===== src/rtl/idli_pkg.sv =====
// Shared types for the idli core slice used by the UART block.
// - sqi_data_t   : nibble carried on the EX nibble-serial ports
// - uart_byte_t  : one UART character
// - uart_state_t : frame phase shared by the TX and RX state machines
// - UART_ERR_*   : bit positions inside the sticky UART error vector
package idli_pkg;

   typedef logic [3:0] sqi_data_t;
   typedef logic [7:0] uart_byte_t;

   typedef enum logic [1:0] {
      UART_STATE_IDLE,
      UART_STATE_START,
      UART_STATE_DATA,
      UART_STATE_STOP
   } uart_state_t;

   localparam int UART_ERR_TX_OVF = 0;
   localparam int UART_ERR_RX_OVF = 1;
   localparam int UART_ERR_RX_FRM = 2;

endpackage


===== src/rtl/idli_uart_fifo_m.sv =====
// Small synchronous FIFO used for the UART TX and RX byte queues.
// Ports:
// - clk, rst        : clock, asynchronous active-high reset
// - push, push_data : write request and data; ignored when full unless a pop
//                     happens in the same cycle
// - pop             : remove the head entry; ignored when empty
// - full, empty     : occupancy flags
// - head            : oldest entry, visible combinationally
module idli_uart_fifo_m #(
   parameter int WIDTH = 8,
   parameter int DEPTH = 4
) (
   input  logic             clk,
   input  logic             rst,
   input  logic             push,
   input  logic [WIDTH-1:0] push_data,
   input  logic             pop,
   output logic             full,
   output logic             empty,
   output logic [WIDTH-1:0] head
);

   localparam int AW = $clog2(DEPTH);

   // Pointers carry one extra wrap bit so full and empty are distinguishable.
   logic [AW:0]      wr_ptr_reg;
   logic [AW:0]      rd_ptr_reg;
   logic [WIDTH-1:0] mem [DEPTH];
   logic             do_push;
   logic             do_pop;

   assign empty = (wr_ptr_reg == rd_ptr_reg);
   assign full  = (wr_ptr_reg[AW] != rd_ptr_reg[AW]) &&
                  (wr_ptr_reg[AW-1:0] == rd_ptr_reg[AW-1:0]);

   // A pop frees the slot being written, so a push into a full FIFO is
   // still honoured when it coincides with a pop.
   assign do_pop  = pop & ~empty;
   assign do_push = push & (~full | do_pop);

   assign head = mem[rd_ptr_reg[AW-1:0]];

   always_ff @(posedge clk or posedge rst) begin
      if (rst) begin
         wr_ptr_reg <= '0;
         rd_ptr_reg <= '0;
      end else begin
         if (do_push) wr_ptr_reg <= wr_ptr_reg + 1'b1;
         if (do_pop)  rd_ptr_reg <= rd_ptr_reg + 1'b1;
      end
   end

   always_ff @(posedge clk) begin
      if (do_push) mem[wr_ptr_reg[AW-1:0]] <= push_data;
   end

endmodule


===== src/rtl/idli_uart_m.sv =====
// 8N1 byte UART behind the EX unit's nibble-serial UART port.
// Ports:
// - i_uart_gck, i_uart_rst : clock, asynchronous active-high reset
// - i_uart_tx_vld/_data    : TX nibbles from EX, low nibble of each byte first
// - o_uart_rx_data         : front RX nibble (0 when the RX FIFO is empty)
// - i_uart_rx_acp          : EX consumes o_uart_rx_data this cycle
// - i_uart_rx_pin          : asynchronous serial input, idle high
// - o_uart_tx_pin          : serial output, idle high
// - o_uart_tx_full         : TX FIFO full
// - o_uart_rx_empty        : RX FIFO empty
// - o_uart_err             : sticky {rx_framing, rx_overflow, tx_overflow}
module idli_uart_m
   import idli_pkg::*;
#(
   parameter int CLK_DIV    = 16,
   parameter int FIFO_DEPTH = 4
) (
   input  logic      i_uart_gck,
   input  logic      i_uart_rst,
   input  logic      i_uart_tx_vld,
   input  sqi_data_t i_uart_tx_data,
   output sqi_data_t o_uart_rx_data,
   input  logic      i_uart_rx_acp,
   input  logic      i_uart_rx_pin,
   output logic      o_uart_tx_pin,
   output logic      o_uart_tx_full,
   output logic      o_uart_rx_empty,
   output logic [2:0] o_uart_err
);

   localparam int DIV_W = $clog2(CLK_DIV);
   localparam logic [DIV_W-1:0] DIV_LAST = DIV_W'(CLK_DIV - 1);
   localparam logic [DIV_W-1:0] DIV_HALF = DIV_W'(CLK_DIV / 2 - 1);

   // ---------------- TX nibble packer and FIFO ----------------
   logic       tx_nib_ptr_reg;
   sqi_data_t  tx_lo_reg;
   logic       tx_push;
   uart_byte_t tx_push_byte;
   logic       tx_pop;
   logic       tx_full;
   logic       tx_empty;
   uart_byte_t tx_head;

   assign tx_push      = i_uart_tx_vld & tx_nib_ptr_reg;
   assign tx_push_byte = {i_uart_tx_data, tx_lo_reg};

   always_ff @(posedge i_uart_gck or posedge i_uart_rst) begin
      if (i_uart_rst) begin
         tx_nib_ptr_reg <= 1'b0;
         tx_lo_reg      <= '0;
      end else if (i_uart_tx_vld) begin
         if (!tx_nib_ptr_reg) tx_lo_reg <= i_uart_tx_data;
         tx_nib_ptr_reg <= ~tx_nib_ptr_reg;
      end
   end

   idli_uart_fifo_m #(.WIDTH(8), .DEPTH(FIFO_DEPTH)) u_tx_fifo (
      .clk       (i_uart_gck),
      .rst       (i_uart_rst),
      .push      (tx_push),
      .push_data (tx_push_byte),
      .pop       (tx_pop),
      .full      (tx_full),
      .empty     (tx_empty),
      .head      (tx_head)
   );

   // ---------------- TX serialiser ----------------
   uart_state_t      tx_state_reg, tx_state_next;
   logic [DIV_W-1:0] tx_div_reg, tx_div_next;
   logic [2:0]       tx_bit_reg, tx_bit_next;
   uart_byte_t       tx_shift_reg, tx_shift_next;
   logic             tx_pin_reg, tx_pin_next;
   logic             tx_div_end;

   assign tx_div_end = (tx_div_reg == DIV_LAST);

   always_ff @(posedge i_uart_gck or posedge i_uart_rst) begin
      if (i_uart_rst) begin
         tx_state_reg <= UART_STATE_IDLE;
         tx_div_reg   <= '0;
         tx_bit_reg   <= '0;
         tx_shift_reg <= '0;
         tx_pin_reg   <= 1'b1;
      end else begin
         tx_state_reg <= tx_state_next;
         tx_div_reg   <= tx_div_next;
         tx_bit_reg   <= tx_bit_next;
         tx_shift_reg <= tx_shift_next;
         tx_pin_reg   <= tx_pin_next;
      end
   end

   always_comb begin
      tx_state_next = tx_state_reg;
      tx_div_next   = tx_div_end ? '0 : tx_div_reg + 1'b1;
      tx_bit_next   = tx_bit_reg;
      tx_shift_next = tx_shift_reg;
      tx_pop        = 1'b0;
      case (tx_state_reg)
         UART_STATE_IDLE: begin
            tx_div_next = '0;
            if (!tx_empty) begin
               tx_pop        = 1'b1;
               tx_shift_next = tx_head;
               tx_state_next = UART_STATE_START;
            end
         end
         UART_STATE_START: begin
            if (tx_div_end) begin
               tx_bit_next   = '0;
               tx_state_next = UART_STATE_DATA;
            end
         end
         UART_STATE_DATA: begin
            if (tx_div_end) begin
               tx_shift_next = {1'b0, tx_shift_reg[7:1]};
               tx_bit_next   = tx_bit_reg + 3'd1;
               if (tx_bit_reg == 3'd7) tx_state_next = UART_STATE_STOP;
            end
         end
         UART_STATE_STOP: begin
            if (tx_div_end) tx_state_next = UART_STATE_IDLE;
         end
         default: tx_state_next = UART_STATE_IDLE;
      endcase
      // Pin is registered from the next state so it changes cleanly on the edge.
      case (tx_state_next)
         UART_STATE_START: tx_pin_next = 1'b0;
         UART_STATE_DATA:  tx_pin_next = tx_shift_next[0];
         default:          tx_pin_next = 1'b1;
      endcase
   end

   assign o_uart_tx_pin  = tx_pin_reg;
   assign o_uart_tx_full = tx_full;

   // ---------------- RX synchroniser and deserialiser ----------------
   logic rx_sync1_reg, rx_sync2_reg, rx_prev_reg;
   logic rx_fall;

   always_ff @(posedge i_uart_gck or posedge i_uart_rst) begin
      if (i_uart_rst) begin
         rx_sync1_reg <= 1'b1;
         rx_sync2_reg <= 1'b1;
         rx_prev_reg  <= 1'b1;
      end else begin
         rx_sync1_reg <= i_uart_rx_pin;
         rx_sync2_reg <= rx_sync1_reg;
         rx_prev_reg  <= rx_sync2_reg;
      end
   end

   assign rx_fall = rx_prev_reg & ~rx_sync2_reg;

   uart_state_t      rx_state_reg, rx_state_next;
   logic [DIV_W-1:0] rx_div_reg, rx_div_next;
   logic [2:0]       rx_bit_reg, rx_bit_next;
   uart_byte_t       rx_shift_reg, rx_shift_next;
   logic             rx_wait_reg, rx_wait_next;
   logic             rx_push;
   logic             rx_frm;
   logic             rx_div_end;

   assign rx_div_end = (rx_div_reg == DIV_LAST);

   always_ff @(posedge i_uart_gck or posedge i_uart_rst) begin
      if (i_uart_rst) begin
         rx_state_reg <= UART_STATE_IDLE;
         rx_div_reg   <= '0;
         rx_bit_reg   <= '0;
         rx_shift_reg <= '0;
         rx_wait_reg  <= 1'b0;
      end else begin
         rx_state_reg <= rx_state_next;
         rx_div_reg   <= rx_div_next;
         rx_bit_reg   <= rx_bit_next;
         rx_shift_reg <= rx_shift_next;
         rx_wait_reg  <= rx_wait_next;
      end
   end

   always_comb begin
      rx_state_next = rx_state_reg;
      rx_div_next   = rx_div_end ? '0 : rx_div_reg + 1'b1;
      rx_bit_next   = rx_bit_reg;
      rx_shift_next = rx_shift_reg;
      rx_wait_next  = rx_wait_reg;
      rx_push       = 1'b0;
      rx_frm        = 1'b0;
      case (rx_state_reg)
         UART_STATE_IDLE: begin
            rx_div_next = '0;
            if (rx_fall) rx_state_next = UART_STATE_START;
         end
         UART_STATE_START: begin
            // Half a bit in: later samples then land mid-bit every CLK_DIV.
            if (rx_div_reg == DIV_HALF) begin
               rx_div_next   = '0;
               rx_bit_next   = '0;
               rx_state_next = rx_sync2_reg ? UART_STATE_IDLE : UART_STATE_DATA;
            end
         end
         UART_STATE_DATA: begin
            if (rx_div_end) begin
               rx_shift_next = {rx_sync2_reg, rx_shift_reg[7:1]};
               rx_bit_next   = rx_bit_reg + 3'd1;
               if (rx_bit_reg == 3'd7) rx_state_next = UART_STATE_STOP;
            end
         end
         UART_STATE_STOP: begin
            if (rx_wait_reg) begin
               // After a framing error, hold off until the line is idle again.
               if (rx_sync2_reg) begin
                  rx_wait_next  = 1'b0;
                  rx_state_next = UART_STATE_IDLE;
               end
            end else if (rx_div_end) begin
               if (rx_sync2_reg) begin
                  rx_push       = 1'b1;
                  rx_state_next = UART_STATE_IDLE;
               end else begin
                  rx_frm       = 1'b1;
                  rx_wait_next = 1'b1;
               end
            end
         end
         default: rx_state_next = UART_STATE_IDLE;
      endcase
   end

   // ---------------- RX FIFO and nibble reader ----------------
   logic       rx_nib_ptr_reg;
   logic       rx_pop;
   logic       rx_full;
   logic       rx_empty;
   uart_byte_t rx_head;

   assign rx_pop = i_uart_rx_acp & ~rx_empty & rx_nib_ptr_reg;

   always_ff @(posedge i_uart_gck or posedge i_uart_rst) begin
      if (i_uart_rst) begin
         rx_nib_ptr_reg <= 1'b0;
      end else if (i_uart_rx_acp && !rx_empty) begin
         rx_nib_ptr_reg <= ~rx_nib_ptr_reg;
      end
   end

   idli_uart_fifo_m #(.WIDTH(8), .DEPTH(FIFO_DEPTH)) u_rx_fifo (
      .clk       (i_uart_gck),
      .rst       (i_uart_rst),
      .push      (rx_push),
      .push_data (rx_shift_reg),
      .pop       (rx_pop),
      .full      (rx_full),
      .empty     (rx_empty),
      .head      (rx_head)
   );

   assign o_uart_rx_data  = rx_empty ? '0 : (rx_nib_ptr_reg ? rx_head[7:4] : rx_head[3:0]);
   assign o_uart_rx_empty = rx_empty;

   // ---------------- Sticky errors ----------------
   logic [2:0] err_reg;

   always_ff @(posedge i_uart_gck or posedge i_uart_rst) begin
      if (i_uart_rst) begin
         err_reg <= '0;
      end else begin
         if (tx_push & tx_full & ~tx_pop) err_reg[UART_ERR_TX_OVF] <= 1'b1;
         if (rx_push & rx_full & ~rx_pop) err_reg[UART_ERR_RX_OVF] <= 1'b1;
         if (rx_frm)                      err_reg[UART_ERR_RX_FRM] <= 1'b1;
      end
   end

   assign o_uart_err = err_reg;

endmodule


===== config.mk =====
export PLATFORM = sky130hd
export DESIGN_NAME = idli_uart_m
export DESIGN_NICKNAME = d
export VERILOG_FILES = /design/src/rtl/idli_pkg.sv /design/src/rtl/idli_uart_fifo_m.sv /design/src/rtl/idli_uart_m.sv
export SDC_FILE = /design/constraint.sdc
export NUM_CORES = 1
export LEC_CHECK = 0
export CORE_ASPECT_RATIO = 0.6
export CORE_UTILIZATION = 55
export DETAILED_ROUTE_END_ITERATION = 10
export GPL_ROUTABILITY_DRIVEN = 0
export PLACE_DENSITY_LB_ADDON = 0.3
export SYNTH_ARGS = -nofsm -noshare
export SYNTH_HDL_FRONTEND = slang
export SYNTH_SLANG_ARGS = --single-unit

===== constraint.sdc =====
create_clock -name i_uart_gck -period 2.6 [get_ports i_uart_gck]
set_input_delay 0.39 -clock i_uart_gck [delete_from_list [all_inputs] [get_ports i_uart_gck]]
set_output_delay 0.39 -clock i_uart_gck [all_outputs]
set_load 0.02 [all_outputs]

* Yosys cells after proc, flatten, opt, wreduce, memory -nomap -nowiden *
Memories as Yosys holds them, arrays and structs flattened.
Index checks and enable logic that the tools add are counted.

storage, ports and cells
  flip-flop bits (word level) = 60
  RAM bits = 64
  input port bits = 9
  output and inout port bits = 10
  memories kept = 2

memory list
  memory         words  bits a word  read ports  clocked after Yosys merged registers in  write ports  RTL line                RTL
  u_rx_fifo.mem  4      8            1           0                                        1            idli_uart_fifo_m.sv:28  logic [WIDTH-1:0] mem [DEPTH];
  u_tx_fifo.mem  4      8            1           0                                        1            idli_uart_fifo_m.sv:28

cells by class
  add/subtract/negate cells = 8
  equality and inequality tests = 27
  mux-type cells = 47
  bitwise operators = 23
  reductions and logical operators = 15

operators with widths
  cell                                                                   count
  2-bit two-way mux                                                      13
  4-bit two-way mux                                                      6
  3-bit by 1-bit adder with 3-bit output, second input constant          6
  8-bit two-way mux                                                      2
  2-bit case mux with 4 select lines                                     2
  8-bit case mux with 2 select lines                                     1
  1-bit two-way mux                                                      15
  2-bit != test, second input constant                                   7
  1-bit AND                                                              12
  3-bit two-way mux                                                      4
  3-bit case mux with 2 select lines                                     2
  2-bit equality test, second input constant                             5
  1-bit inverter                                                         9
  3-bit AND reduction                                                    3
  4-bit by 1-bit adder with 4-bit output, second input constant          2
  4-bit equality test, second input constant                             2
  4-bit case mux with 2 select lines                                     1
  2-bit by 1-bit equality test with 1-bit output, second input constant  3
  3-bit equality test                                                    2
  3-bit equality test, second input constant                             2
  2-bit nonzero test                                                     3
  5-bit AND reduction                                                    1
  2-bit equality test                                                    2
  4-bit by 3-bit equality test with 1-bit output, second input constant  1
  other kinds (8)                                                        14

* Longest topological paths before layout *
Gate-level depths: netlist (run 1).

  depth after elaboration = 9
  mapped depth = 6
  gate-level depth less buffers = 5

* By module *
Synthesis (run 1) repeated with hierarchy kept, for this count alone.

second synthesis, totals
  cell total of the unflattened synthesis = 351
  area total of the unflattened synthesis = 5586.6 um^2

modules (own cells, without submodules)
  module            instances  cells an instance  area each (um^2)  sequential area each (um^2)
  idli_uart_fifo_m  2          78                 1651.6            1111.1
  idli_uart_m       1          195                2283.4            1206.2

* Worst setup path after synthesis (run 1) *
No wires, ideal clock.

  path type = reg-to-reg
  from = register rx_div_reg[0]
  to = memory u_rx_fifo.mem[0][0], enable pin
  library setup time = 332 ps
  data arrival time = 1536 ps
  slack = 733 ps
  cell stages (with the launch flop) = 6
  cell sequence = dfrtp_1 -> ha_1 -> nand3_1 -> nor3_2 -> and3_4 -> and2_1

between the ends
  word-level cells in the longest chain between the ends = 7

ends and longest elaborated chain
  what                                     RTL line                RTL
  start, declared                          idli_uart_m.sv:158      logic [DIV_W-1:0] rx_div_reg, rx_div_next;
  start signal, assigned                   idli_uart_m.sv:177      rx_div_reg <= rx_div_next;
  4-bit equality test                      idli_uart_m.sv:166      assign rx_div_end = (rx_div_reg == DIV_LAST);
  1-bit two-way mux                        idli_uart_m.sv:219      end else if (rx_div_end) begin
  1-bit two-way mux                        idli_uart_m.sv:213      if (rx_wait_reg) begin
  1-bit two-way mux                        idli_uart_m.sv:192      case (rx_state_reg)
  1-bit AND                                idli_uart_fifo_m.sv:39  assign do_push = push & (~full | do_pop);
  1-bit two-way mux                        idli_uart_fifo_m.sv:54  if (do_push) mem[wr_ptr_reg[AW-1:0]] <= push_data;
  1-bit two-way mux (implied by the code)  idli_uart_fifo_m.sv:54
  end, declared                            idli_uart_fifo_m.sv:28

Every way passes these cells.

* Worst setup path in the final report (run 1) *
  from = register u_tx_fifo.wr_ptr_reg[2]
  to = output port o_uart_tx_full

between the ends
  word-level cells in the longest chain between the ends = 2

ends and longest elaborated chain
  what                    RTL line                RTL
  start, declared         idli_uart_fifo_m.sv:26  logic [AW:0] wr_ptr_reg;
  start signal, assigned  idli_uart_fifo_m.sv:48  if (do_push) wr_ptr_reg <= wr_ptr_reg + 1'b1;
  1-bit != test           idli_uart_fifo_m.sv:33  assign full = (wr_ptr_reg[AW] != rd_ptr_reg[AW]) &&
  1-bit logical AND       idli_uart_fifo_m.sv:33
  end, declared           idli_uart_m.sv:26       output logic o_uart_tx_full,

Every way passes these cells.

==> results of run 1 <==
==> worst max-delay path: cells and delay by family (launching register included) <==
| kind | cells | cell delay, ns |
|---|---|---|
| simple gates | 1 | 0.28 |
| flops | 1 | 0.40 |
| xor+xnor | 1 | 0.35 |
| buf+inv | 1 | 0.62 |
==> cell type report <==
cell class	instances	area, um^2	area share
multi-input combinational	214	1830	0.288
inverter	13	48.8	0.00767
clock buffer	25	475	0.0748
tap	130	163	0.0256
sequential	124	3430	0.539
timing repair buffer	25	246	0.0388
clock inverter	7	161	0.0254
==> power by group through the flow <==
stage                     Sequential, W  Combinational [W]  Clock, W
after floorplan                 0.00250           0.000958         0
final                           0.00260            0.00112   0.00253
after global placement          0.00262            0.00112         0
after CTS                       0.00260            0.00114   0.00256
after global routing            0.00264            0.00123   0.00266
after detailed placement        0.00263            0.00116         0
==> per-layer routing <==
layer | wire length [um] | part of all wire
met5 | 0 | 0
met4 | 77 | 0.0083
met3 | 408 | 0.044
met2 | 4040 | 0.44
met1 | 4740 | 0.51
==> synth_stat cells (all sizes together), types with 2 or more instances <==
cell type,count
edfxtp,64
dfrtp,56
nand2,21
a21oi,16
ha,16
mux4,16
nor2,15
mux2,14
nor3,14
inv,13
xor2,12
nand3,11
o21ai,11
and2,10
buf,10
xnor2,10
clkbuf,7
nor3b,5
o221ai,5
dfstp,4
mux2i,4
a21o,3
a31oi,3
and3,3
nor2b,3
o22ai,2
or3,2
==> timing repair <==
action                                  CTS  global route
endpoints found under the setup margin    5             1
gates resized for setup                   6             1
pin swaps                                 1             0
==> cell families after synthesis <==
kind of cell	count (synthesis)	synth area share
buf+inv	30	0.0286
xor+xnor	22	0.0370
mux	34	0.109
simple gates	91	0.0924
fa+ha+maj	16	0.0370
compound gates	51	0.0631
flops	124	0.633
==> stage by stage <==
step	cell area [um^2]	instances	total power (W)
2_1_floorplan	5420	368	0.00346
3_3_place_gp	5720	506	0.00373
3_5_place_dp	5720	506	0.00380
4_1_cts	6360	538	0.00630
5_1_grt	6360	538	0.00653
6_report	6360	538	0.00626
==> final timing paths <==
path	startpoint	endpoint	slack (ns)	cells after the start
max	u_tx_fifo.wr_ptr_reg[2]$_DFFE_PP0P_	o_uart_tx_full	0.15	3
min reg2reg	rx_sync1_reg$_DFF_PP1_	rx_sync2_reg$_DFF_PP1_	0.35	0
min in group i_uart_gck	rx_sync1_reg$_DFF_PP1_	rx_sync2_reg$_DFF_PP1_	0.35	0
max reg2reg	rx_div_reg[0]$_DFF_PP0_	u_rx_fifo.mem[1][5]$_DFFE_PP_	0.32	5
max in group asynchronous	i_uart_rst	u_rx_fifo.rd_ptr_reg[1]$_DFFE_PP0P_	1.74	3
min	i_uart_rst	tx_lo_reg[0]$_DFFE_PP0P_	0.28	2
==> run metrics, run 1 <==
initial cell density of the core 0.579; first-pass GRT wire length 15100 um; Routed Antenna Nets 0; Cells after Synth 368; clk buf depth 2; Global Route met1 Usage 0.315; WL/cell 17.2 um; period utilisation layout 0.943; most frequent cells in the layout edfxtp_1, dfrtp_1, nand2_1, clkbuf_16, ha_1; startpoint types flop; clk_skew 0.00702 ns; most common cell after layout, fill and taps aside edfxtp_1; final hold slack 0.277 ns; fin crit period 2.45 ns; Seq pwr share 0.416; number of fill cells 635; class of the worst hold path in -> async; Least-Margin Pin Slew 0.627 ns; number of H-tree levels 4; largest net degree at the start of global routing 30; die height 78.9 um; fin. max-slew vios 0; Core Box Area 9360 um^2; CP peak stage delay 0.62 ns; die span in x 130 um; CTS Hold Buffers Added 0; row cnt 27; nets 420; Logic pwr share 0.179; IO Port Bufs 18; Layout Utilization 0.680; CP Capture Type primary output; critical path arrival 2.06 ns; Synth Net Count 393; Post-synth EDFFs 64; Place WS 0.327 ns; Area Growth Syn to Fin 17.4%; Main synth FF type edfxtp_1; Total Wirelength 9270 um; clock network power share 0.404; Unique masters post-synth 59; setup ws final 0.149 ns; Most Crowded Layer GR met1; number of global-route vias before repair 2875; WP data required 2.21 ns; vias 2983; Power Density 984 nW/um^2; DRC viols 0; Clk Latency, worst-skew pair 0.41 ns; Reg clk slew, reported paths 0.05 ns; TNS Setup 0 ns; Area contributors post-synth edfxtp_1, dfrtp_1, mux4_2; FF+latch count, synth 124; sequential share of the synthesized area 0.633; final setup violation count 0; Rel. slew slack 0.581; post-CTS setup buffer count 0; CTS root buf clkbuf_16; initial antenna violation count 0; DP Wirelength 6330 um; proportion of layout cells with a drive suffix above 1 0.159; Leak 2.61 nW; Post-synth ARST share 0.484; Die ar. 10300 um^2; P_sw 0.00162 W; status completed; total CTS buffers 17; final hold vios 0; Top Ports 19; Int Pwr 0.00464 W; CP Max Fanout 4; final antenna diode count 0; Starting DRT DRC Count 186; DRT Pass-1 Iters 4; biggest area consumer among synthesized cells edfxtp_1; Achievable Freq 408 MHz; Slowest cell on crit path clkdlybuf4s50_1; GRT met2 Usage 0.281; CTS tree built; number of synthesis warnings 0; syn avg cell area 14.7 um^2; kind of critical path reg -> out; GR Util All Layers 0.208; Max Cap Viol 0; Critical Path, Cell by Cell xor2_1, and3_1, clkdlybuf4s50_1; synthesized cell area 5420 um^2; Vias/cell 5.54; RSZ-0062 raised after global routing false; switching share of power 0.259; Max VDD drop 0.000791 V; met3 usage 0.0755; Synth top area share 0.355; clock sinks 124; gr ovfl total 0
Note: power is estimated with default switching activity, not from simulation.
==> run 2, diff against run 1 <==
--- a/config.mk
+++ b/config.mk
@@ -5,8 +5,10 @@
 export SDC_FILE = /design/constraint.sdc
 export NUM_CORES = 1
 export LEC_CHECK = 0
+export ABC_AREA = 1
 export CORE_ASPECT_RATIO = 0.6
 export CORE_UTILIZATION = 55
+export CTS_CLUSTER_DIAMETER = 80
 export DETAILED_ROUTE_END_ITERATION = 10
 export GPL_ROUTABILITY_DRIVEN = 0
 export PLACE_DENSITY_LB_ADDON = 0.3
==> run 2 against run 1 <==
  * Cell count increased by 30%
  * First-iteration DRC count increased by 78%
  * Routed wire length increased by 23%
  * Synthesized cell count increased by 41%
  * Largest power group is now clock
  * Maximum frequency decreased by 0.38%
  * Hold slack improved by 0.011 ns
  * Synthesized area increased by 0.81%
  * Via count increased by 28%
  * Sequential power decreased by 7%
  * Critical path type unchanged
  * Die area increased by 0.80%
==> run metrics, run 2 <==
number of fill cells 683; post-layout instance area 6460 um^2; Crit. Startpoint u_rx_fifo.rd_ptr_reg[0]$_DFFE_PP0P_; count leader, synth nand2_1; Most Crowded Layer GR met1; Core Box Area 9390 um^2; CP peak stage delay 0.41 ns; DP Wirelength 7440 um; most frequent cells in the layout nand2_1, nor2_1, edfxtp_1, dfrtp_1, o21ai_0; worst-case reg-to-reg path depth 8; DRC viols 0; kind of critical path reg -> out; GR Util All Layers 0.248; die height 79.2 um; number of synthesis warnings 0; final setup violation count 0; Post-synth top cells nand2_1, nor2_1, edfxtp_1; Leak 2.83 nW; TNS Setup 0 ns; Main synth FF type edfxtp_1; Clk Latency, worst-skew pair 0.41 ns; vias 3810; Starting DRT DRC Count 331; biggest area consumer among synthesized cells edfxtp_1; fin crit period 2.46 ns; setup ws final 0.139 ns; Global Route met1 Usage 0.362; Area Growth Syn to Fin 18.3%; most used cell, CP o21ai_0; met3 usage 0.0829; Top Ports 19; FF-to-FF End u_rx_fifo.mem[2][3]$_DFFE_PP_; syn avg cell area 10.5 um^2; synthesized cell area 5460 um^2; total CTS buffers 17; largest net degree at the start of global routing 35; Worst R2R Setup Slack 0.55 ns; gr ovfl total 0; CTS root buf clkbuf_16; flip-flop and latch area 3430 um^2; Least-Margin Pin Slew 0.528 ns; initial cell density of the core 0.582; clock sinks 124; number of H-tree levels 4; nets 583; Post-synth EDFFs 64; clk buf depth 2; Rel. slew slack 0.647; Max VDD drop 0.000575 V; Vias/cell 5.44; Cells after Synth 518; Reg clk slew, reported paths 0.06 ns; Post-synth ARST share 0.484; FF+latch count, synth 124; CP Max Fanout 9; sequential share of the synthesized area 0.628; Max Cap Viol 0; final antenna diode count 0; CTS tree built; Place WS 0.269 ns; placed cell area 5810 um^2; r2r startpoint rx_div_reg[0]$_DFF_PP0_; Achievable Freq 406 MHz; Synth Net Count 543; multi-input logic area 1730 um^2; period utilisation layout 0.946; CTS Hold Buffers Added 0; Synth top area share 0.352; Power Density 952 nW/um^2; Unique masters post-synth 39; first-pass GRT wire length 18600 um; critical path arrival 2.07 ns; Slowest cell on crit path dfrtp_1; clk_skew 0.00796 ns; number of global-route vias before repair 3664; WP data required 2.21 ns; WL/cell 16.3 um; die span in x 131 um; startpoint types flop; DRT Pass-1 Iters 5; final hold vios 0; RSZ-0062 raised after global routing false; Total Wirelength 11400 um; initial antenna violation count 0; IO Port Bufs 18; Die ar. 10300 um^2; Critical Path, Cell by Cell clkinvlp_4, buf_4, o21ai_0, o21ai_1, o21ai_0, nor2_1, dlygate4sd2_1; fin. max-slew vios 0; GRT met2 Usage 0.343; proportion of layout cells with a drive suffix above 1 0.142; status completed; most common cell after layout, fill and taps aside nand2_1; Layout Utilization 0.688; CP Capture Type primary output; Area contributors post-synth edfxtp_1, dfrtp_1, nand2_1; class of the worst hold path in -> async; row cnt 27; Routed Antenna Nets 0
[run 2: layer usage]
layer / share of wire / vias up
met5: 0 / -
met4: 0.014 / 0
met3: 0.077 / 24
met2: 0.43 / 140
met1: 0.48 / 1839
li1: - / 1807
[run 2: what timing repair did]
item,CTS,global route
setup endpoints to repair,5,3
resized for setup,4,5
buffers inserted,0,4
hold endpoints to repair,0,0
[run 2: per-stage QoR]
step	total power [W]	instances	hold slack (ns)
2_1_floorplan	0.00330	518	0.345
3_3_place_gp	0.00359	665	0.347
3_5_place_dp	0.00365	665	0.352
4_1_cts	0.00610	697	0.289
5_1_grt	0.00642	701	0.315
6_report	0.00615	701	0.288
[run 2: logic make-up after synthesis]
group           synth area share
compound gates            0.0729
fa+ha+maj                 0.0367
mux                      0.00825
flops                      0.628
simple gates               0.179
xor+xnor                  0.0202
buf+inv                   0.0554
[run 2: how the worst max path moves through the flow]
stage,to,slack (ns),cells after the start
finish,o_uart_rx_data[2],0.14,7
global route,o_uart_tx_full,0.04,6
CTS,o_uart_rx_data[0],-0.07,6
detailed placement,o_uart_rx_data[2],0.27,6
global placement,o_uart_rx_data[2],0.30,6
floorplan,u_rx_fifo.mem[0][0]$_DFFE_PP_,0.72,7
[run 2: area by class of cell]
cell class / count / area share
flip-flops and latches: 124 / 0.531
multi-input cells: 331 / 0.268
clock buffers: 19 / 0.0685
repair buffers: 35 / 0.0503
inverters: 49 / 0.0306
clock inverters: 13 / 0.0267
well taps: 130 / 0.0252
[run 2: power breakdown]
group          leakage, nW  total (W)  internal [W]  switching (W)
sequential            1.33    0.00242       0.00225       0.000168
clock                0.292    0.00247       0.00162       0.000850
combinational         1.21    0.00127      0.000491       0.000778
total                 2.83    0.00615       0.00435        0.00180
[run 2: worst max-delay path, delay by kind of cell, from the launching register on]
family                 cells  cell delay (ns)
and+or+nand+nor            1             0.06
AOI/OAI and AO/OA          3             0.44
DFF                        1             0.41
buffers and inverters      3             0.74
==> run 3, diff against run 2 <==
--- a/config.mk
+++ b/config.mk
@@ -6,6 +6,7 @@
 export NUM_CORES = 1
 export LEC_CHECK = 0
 export ABC_AREA = 1
+export ABC_CLOCK_PERIOD_IN_PS = 2600
 export CORE_ASPECT_RATIO = 0.6
 export CORE_UTILIZATION = 55
 export CTS_CLUSTER_DIAMETER = 80
==> results of run 3 <==
The final DEF is identical to that of run 2; final timing and power are the same.
